===== src/rtl/muldiv_sequencer_if.sv =====
// Request/response bundle between the execute stage and the RV32M
// multiply/divide sequencer.
interface muldiv_sequencer_if #(
  parameter int WIDTH = 32
);
  logic             start;
  logic [2:0]       funct3;
  logic [WIDTH-1:0] a;
  logic [WIDTH-1:0] b;
  logic             flush;
  logic             busy;
  logic             valid;
  logic [WIDTH-1:0] result;

  // Execute stage side: issues ops, watches busy/valid/result.
  modport master (
    output start, funct3, a, b, flush,
    input  busy, valid, result
  );

  // Sequencer side.
  modport slave (
    input  start, funct3, a, b, flush,
    output busy, valid, result
  );
endinterface


===== src/rtl/muldiv_sequencer.sv =====
// Iterative RV32M multiply/divide sequencer. One operation at a time:
// a shift-add multiply or a restoring divide over WIDTH cycles. Both
// algorithms share a single 2*WIDTH accumulator:
//   - multiply: {partial product high, multiplier shifting out}
//   - divide:   {partial remainder, dividend shifting into quotient}
// Division special cases (b==0, signed overflow) skip the iterations.
module muldiv_sequencer #(
  parameter int WIDTH = 32
) (
  input  logic              clk,
  input  logic              rst,
  muldiv_sequencer_if.slave bus
);

  localparam int CW = $clog2(WIDTH);
  localparam logic [WIDTH-1:0] MOST_NEG = {1'b1, {(WIDTH-1){1'b0}}};

  typedef enum logic [1:0] {IDLE, COMPUTE, DONE} state_t;

  state_t             state, state_nxt;
  logic [CW-1:0]      cnt;
  logic [2:0]         op;
  logic               neg_q;     // product / quotient sign
  logic               neg_r;     // remainder sign
  logic               special_r; // acc low half already holds the answer
  logic [WIDTH-1:0]   opnd;      // multiplicand or divisor magnitude
  logic [2*WIDTH-1:0] acc;
  logic [2*WIDTH-1:0] acc_nxt;
  logic [WIDTH-1:0]   final_val;
  logic               valid_q;
  logic [WIDTH-1:0]   result_q;

  // Request decode; only meaningful in the cycle the op is accepted.
  logic             is_div, a_signed, b_signed, a_neg, b_neg;
  logic             div_zero, div_ovf, special, accept;
  logic [WIDTH-1:0] a_mag, b_mag, special_val;

  always_comb begin
    is_div      = bus.funct3[2];
    a_signed    = (bus.funct3 == 3'b001) || (bus.funct3 == 3'b010) ||
                  (bus.funct3 == 3'b100) || (bus.funct3 == 3'b110);
    b_signed    = (bus.funct3 == 3'b001) || (bus.funct3 == 3'b100) ||
                  (bus.funct3 == 3'b110);
    a_neg       = a_signed && bus.a[WIDTH-1];
    b_neg       = b_signed && bus.b[WIDTH-1];
    // The most-negative value maps onto itself, which is its correct
    // unsigned magnitude.
    a_mag       = a_neg ? -bus.a : bus.a;
    b_mag       = b_neg ? -bus.b : bus.b;
    div_zero    = is_div && (bus.b == '0);
    div_ovf     = is_div && !bus.funct3[0] && (bus.a == MOST_NEG) && (bus.b == '1);
    special     = div_zero || div_ovf;
    special_val = '0;
    if (div_zero)     special_val = bus.funct3[1] ? bus.a : '1;
    else if (div_ovf) special_val = bus.funct3[1] ? '0 : bus.a;
    accept      = (state == IDLE) && bus.start && !bus.flush;
  end

  // One iteration of whichever algorithm the latched op selects.
  logic [WIDTH:0]   mul_sum;
  logic [WIDTH-1:0] div_shift;
  logic             div_ge;

  always_comb begin
    mul_sum   = {1'b0, acc[2*WIDTH-1:WIDTH]} + (acc[0] ? {1'b0, opnd} : '0);
    div_shift = {acc[2*WIDTH-2:WIDTH], acc[WIDTH-1]};
    // Compare on WIDTH+1 bits: the shifted remainder can exceed WIDTH bits.
    div_ge    = {acc[2*WIDTH-1:WIDTH], acc[WIDTH-1]} >= {1'b0, opnd};
    if (op[2])
      acc_nxt = {(div_ge ? div_shift - opnd : div_shift), acc[WIDTH-2:0], div_ge};
    else
      acc_nxt = {mul_sum, acc[WIDTH-1:1]};
  end

  // Sign correction and selection of the architectural result.
  logic [2*WIDTH-1:0] prod_signed;

  always_comb begin
    prod_signed = neg_q ? -acc : acc;
    final_val   = '0;
    if (special_r)          final_val = acc[WIDTH-1:0];
    else if (!op[2])        final_val = (op[1:0] == 2'b00) ? prod_signed[WIDTH-1:0]
                                                           : prod_signed[2*WIDTH-1:WIDTH];
    else if (!op[1])        final_val = neg_q ? -acc[WIDTH-1:0] : acc[WIDTH-1:0];
    else                    final_val = neg_r ? -acc[2*WIDTH-1:WIDTH] : acc[2*WIDTH-1:WIDTH];
  end

  // State register.
  always_ff @(posedge clk or posedge rst) begin
    if (rst) state <= IDLE;
    else     state <= state_nxt;
  end

  // Next-state: flush aborts COMPUTE and DONE; DONE always falls to IDLE.
  always_comb begin
    state_nxt = state;
    case (state)
      IDLE:    if (accept) state_nxt = special ? DONE : COMPUTE;
      COMPUTE: if (bus.flush)     state_nxt = IDLE;
               else if (cnt == '0) state_nxt = DONE;
      DONE:    state_nxt = IDLE;
      default: state_nxt = IDLE;
    endcase
  end

  // Datapath: latch operands on accept, iterate, publish result in DONE.
  always_ff @(posedge clk or posedge rst) begin
    if (rst) begin
      cnt       <= '0;
      op        <= '0;
      neg_q     <= 1'b0;
      neg_r     <= 1'b0;
      special_r <= 1'b0;
      opnd      <= '0;
      acc       <= '0;
      valid_q   <= 1'b0;
      result_q  <= '0;
    end else begin
      valid_q <= 1'b0;
      case (state)
        IDLE: if (accept) begin
          op        <= bus.funct3;
          neg_q     <= a_neg ^ b_neg;
          neg_r     <= a_neg;
          special_r <= special;
          opnd      <= b_mag;
          acc       <= {{WIDTH{1'b0}}, (special ? special_val : a_mag)};
          cnt       <= CW'(WIDTH-1);
        end
        COMPUTE: if (!bus.flush) begin
          acc <= acc_nxt;
          cnt <= cnt - 1'b1;
        end
        DONE: if (!bus.flush) begin
          valid_q  <= 1'b1;
          result_q <= final_val;
        end
        default: ;
      endcase
    end
  end

  assign bus.busy   = (state != IDLE);
  assign bus.valid  = valid_q;
  assign bus.result = result_q;

endmodule


===== src/flat_wrapper.sv =====
// flat-port wrapper written by rule: the top's interface ports become plain ports
module muldiv_sequencer_flat 
#(
  parameter int WIDTH = 32
)
  (clk, rst, bus_start, bus_funct3, bus_a, bus_b, bus_flush, bus_busy, bus_valid, bus_result);
  muldiv_sequencer_if #(.WIDTH(WIDTH)) bus_i ();
  input  logic clk;
  input  logic rst;
  input wire logic [$bits(bus_i.start)-1:0] bus_start;
  input wire logic [$bits(bus_i.funct3)-1:0] bus_funct3;
  input wire logic [$bits(bus_i.a)-1:0] bus_a;
  input wire logic [$bits(bus_i.b)-1:0] bus_b;
  input wire logic [$bits(bus_i.flush)-1:0] bus_flush;
  output wire logic [$bits(bus_i.busy)-1:0] bus_busy;
  output wire logic [$bits(bus_i.valid)-1:0] bus_valid;
  output wire logic [$bits(bus_i.result)-1:0] bus_result;
  assign bus_i.start = bus_start;
  assign bus_i.funct3 = bus_funct3;
  assign bus_i.a = bus_a;
  assign bus_i.b = bus_b;
  assign bus_i.flush = bus_flush;
  assign bus_busy = bus_i.busy;
  assign bus_valid = bus_i.valid;
  assign bus_result = bus_i.result;
  muldiv_sequencer #(.WIDTH(WIDTH)) u_core (.clk(clk), .rst(rst), .bus(bus_i));
endmodule

===== config.mk =====
export PLATFORM = sky130hd
export DESIGN_NAME = muldiv_sequencer_flat
export DESIGN_NICKNAME = d
export VERILOG_FILES = /design/src/rtl/muldiv_sequencer_if.sv /design/src/rtl/muldiv_sequencer.sv /design/src/flat_wrapper.sv
export SDC_FILE = /design/constraint.sdc
export NUM_CORES = 1
export LEC_CHECK = 0
export ABC_AREA = 0
export BUFFER_PORTS_ARGS = -buffer_cell sky130_fd_sc_hd__buf_2
export CORE_ASPECT_RATIO = 1.75
export CORE_MARGIN = 2
export CORE_UTILIZATION = 45
export DETAILED_ROUTE_END_ITERATION = 8
export PLACE_DENSITY_LB_ADDON = 0.1
export RECOVER_POWER = 100
export SYNTH_ARGS = -nofsm -noshare
export SYNTH_HDL_FRONTEND = slang
export SYNTH_SLANG_ARGS = --single-unit

===== constraint.sdc =====
create_clock -name clk -period 13.6 [get_ports clk]
set_input_delay 2.04 -clock clk [delete_from_list [all_inputs] [get_ports clk]]
set_output_delay 2.04 -clock clk [all_outputs]
set_load 0.02 [all_outputs]

==> results.md <==
- Clk pwr share: 15.4%
- Overall overflow remaining after global route: 0
- RSZ-0062 raised after global routing: false
- Worst ir drop on vdd: 0.112 mV
- H-Tree Depth: 4
- Switching power: 1.62 mW
- Area of the multi-input gates: just over 0.01 sq mm
- Pin count of the biggest net entering global routing: between 70 and 80
- Detail-routed net length per standard cell: 23.6 microns
- CP Max Fanout: 55
- Number of antenna diodes: 0
- Post-route setup slack: between 5 and 6 ns
- CTS max path bufs: 2
- Number of unique standard cell types used by synthesis: 84
- Final worst clock skew: 0.00915 ns
- Endpoint type of the worst setup path: async pin
- Final antenna-violating net count: 0
- Register area share after synthesis: between 20% and 30%
- Worst setup startpoint: rst
- Clock transition at the registers of the reported paths: ~0.070 ns
- Fraction of layout instances using a drive strength above 1: between 7 and 8%
- Final-layout setup total negative slack: 0 ns
- CTS hold repair buffers: 0
- Worst path slowest cell: sky130_fd_sc_hd__clkbuf_1
- Data required time at the worst endpoint: 13.42 ns
- Post-Place Setup Slack: 8.18 ns
- Post-cts resize count: 0
- Max-cap violations: 8
- Layout overhead on the synthesized area: 7.62%
- Overall routing resource usage: about 33%
- Cell area after placement: 0.0153 sq mm
- DIE AREA: roughly 0.034 sq mm
- Sink count of the clock tree: between 100 and 150
- Async SR Flop Fraction: 100%
- Kind of cell adding the most delay to the critical path: buffers and inverters
- # nets final: between 2000 and 2500
- Most used flip-flop cell after synthesis: sky130_fd_sc_hd__dfrtp_1
- First-pass GRT wire length: 85500 microns
- Cell Rows: 87
- Total number of yosys warnings: 0
- Synthesized Nets: 2119
- Clk root buf: sky130_fd_sc_hd__clkbuf_16
- Power per unit of standard cell area: around 200 mW/mm^2
- Routed Wire Length: 56600 microns
- Boundary pin count: approximately 110
- TritonCTS clock tree: done
- Cell area after synthesis: about 0.015 sq mm
- Transition time of the tightest slew-check pin: roughly 3.1 ns
- Count of input and output buffers: ~100
- Buf/Inv on CP: 4
- Switching Fraction: between 50% and 60%
- Peak per-stage delay on the critical path: about 2.3 ns
- Pint: between 1 and 1.5 mW
- Combinational Power Share: between 50% and 60%
- Max Freq: between 100 and 150 MHz
- R2R Path Start: u_core.acc[0]
- Synthesized instance count: a little under 2000
- WP data arrival: about 7.7 ns
- Area of all sequential standard cells: 0.00356 sq mm
- Number of storage elements in the synthesis netlist: 142
- Initial cell density of the core: between 40% and 50%
- Fin area: roughly 0.016 sq mm
- Number of synthesized flops with an enable pin: 0
- Total design power: ~3.1 mW
- Number of buffers inserted during clock tree synthesis: 17
- Leakage power: between 6 and 7 nW
- Cell repeated most along the worst path: sky130_fd_sc_hd__clkbuf_1
- Post-route fraction of the period consumed by the critical path: 58.2%
- Number of setup violations in the final report: 0
- CP startpoint kind: input port
- Chip height: approximately 240 microns
- Detailed placer's ending HPWL: ~43000 microns
- Number of remaining DRC errors: 0
- Via count of the first global-routing pass: 14600
- Count of filler cells inserted in the layout: around 3200
- Share of power burned in registers: around a quarter
- Die width: about 140 microns
- Relative slew margins: -109%
- Outcome: finished with violations
- Placeable core region: 0.0321 sq mm
- Average cell area after synthesis: ~7.4 sq um
- Via Count: around 15000
- Global placement routability congestion: ~1
- Number of vias per cell: approximately 6.3
- Violated checks: capacitance limit, slew limit
- Number of pins exceeding their max-slew limit in the final report: 376
- Count of routing violations after the opening detailed-route iteration: between 1000 and 1500
- Path type of the worst setup path: in2async
- Commonest non-fill, non-tap cell in the layout: sky130_fd_sc_hd__o21ai_0
- Number of antenna violations at the first check in global routing: 0
- Detailed-routing iteration count for the pre-antenna-repair pass: 5
- Classification of the worst-slack hold path: reg2reg
- Most frequent cells in the layout: 227 x sky130_fd_sc_hd__o21ai_0, 218 x sky130_fd_sc_hd__nand2_1, 170 x sky130_fd_sc_hd__a21oi_1, 168 x sky130_fd_sc_hd__nor2_1, 140 x sky130_fd_sc_hd__dfrtp_1
- Critical path, cell by cell: buf_2 > clkinvlp_2 > clkbuf_1 > clkbuf_1
- Final-report hold violation count: 0
- Buffers inserted by post-CTS timing repair: 0
- Crit path time final: roughly 7.9 ns
- Worst skew pair latency: between 0.4 and 0.5 ns
- Min-Delay Startpoint: u_core.opnd[29]
- Utilization after layout: roughly half
cell usage after synthesis, types with 14 or more instances:
master	number	share of area (%)
sky130_fd_sc_hd__a21o_1	37	1.9
sky130_fd_sc_hd__a21oi_1	171	5.8
sky130_fd_sc_hd__a221oi_1	20	1.2
sky130_fd_sc_hd__a31oi_1	23	0.98
sky130_fd_sc_hd__and3_1	15	0.64
sky130_fd_sc_hd__clkbuf_1	117	3.0
sky130_fd_sc_hd__dfrtp_1	142	24
sky130_fd_sc_hd__ha_1	71	6.1
sky130_fd_sc_hd__inv_1	66	1.7
sky130_fd_sc_hd__mux2i_1	40	2.7
sky130_fd_sc_hd__nand2_1	218	5.6
sky130_fd_sc_hd__nand2b_1	21	0.90
sky130_fd_sc_hd__nand3_1	69	2.4
sky130_fd_sc_hd__nand3b_1	18	0.92
sky130_fd_sc_hd__nand4_1	28	1.2
sky130_fd_sc_hd__nor2_1	169	4.3
sky130_fd_sc_hd__nor3_1	36	1.2
sky130_fd_sc_hd__nor4_1	16	0.68
sky130_fd_sc_hd__o21ai_0	221	7.6
sky130_fd_sc_hd__o31ai_1	30	1.5
sky130_fd_sc_hd__o41ai_1	14	0.84
sky130_fd_sc_hd__or3_1	21	0.90
sky130_fd_sc_hd__xnor2_1	95	5.7
sky130_fd_sc_hd__xor2_1	60	3.6
metal layers:
layer / routed length (microns) / GRT usage, % / vias to the layer above
li1: - / - / 7209
met1: 20200 / 34.5 / 7207
met2: 28800 / 57.7 / 547
met3: 2160 / 3.61 / 187
met4: 5430 / 27.4 / 0
met5: 0 / 0 / -
registers in the layout, indices dropped and copies added (netlist names), 2 cells and up:
| signal | flops |
|---|---|
| u_core.acc | 64 |
| u_core.bus.result | 32 |
| u_core.cnt | 5 |
| u_core.op | 3 |
| u_core.opnd | 32 |
| u_core.state | 2 |
layout make-up:
type,count,share of cell area [%]
multi-input combinational,1627,65.1
clock buffer,19,2.81
sequential,142,22.6
inverter,67,1.60
tap,400,3.18
clock inverter,13,0.834
timing repair buffer,129,3.93
cell families (layout without fill, tap and decap cells):
group                    after synthesis  after routing  synth area share [%]
multiplexers                          43             43                  2.97
XOR/XNOR                             155            155                  9.27
AO/OA/AOI/OAI                        665            665                  28.4
buffers and inverters                206            228                  5.61
AND/OR/NAND/NOR                      691            691                  23.1
flip-flops                           142            142                  24.3
adder cells (fa/ha/maj)               73             73                  6.34
per-stage QoR:
| step | cells | hold slack, ns |
|---|---|---|
| global placement | 2365 | 0.457 |
| detailed placement | 2365 | 0.469 |
| floorplan | 1975 | 0.450 |
| CTS | 2397 | 0.484 |
| global route | 2397 | 0.500 |
| finish | 2397 | 0.478 |
power by group through the flow:
stage	clock network, mW	logic (mW)	registers [mW]
6_report	0.479	1.84	0.784
3_3_place_gp	0	1.80	0.779
4_1_cts	0.484	1.82	0.774
5_1_grt	0.500	2.02	0.792
2_1_floorplan	0	1.45	0.605
3_5_place_dp	0	1.81	0.783
worst paths after layout:
check	end	slack (ns)	cells after the start
max	u_core.neg_q	5.69	4
min	u_core.opnd[29]	0.48	2
max reg2reg	u_core.acc[59]	8.14	13
min reg2reg	u_core.opnd[29]	0.48	2
max in group clk	u_core.acc[1]	7.36	11
min in group asynchronous	u_core.bus.result[7]	2.15	2
worst register-to-register path, delay by kind of cell (launching register included):
kind                     cells  cell delay (ns)
AO/OA/AOI/OAI                6             2.09
buffers and inverters        2             1.39
flip-flops                   1             0.52
AND/OR/NAND/NOR              3             0.50
adder cells (fa/ha/maj)      1             0.40
multiplexers                 1             0.40
Power figures use the tool's default switching activity.
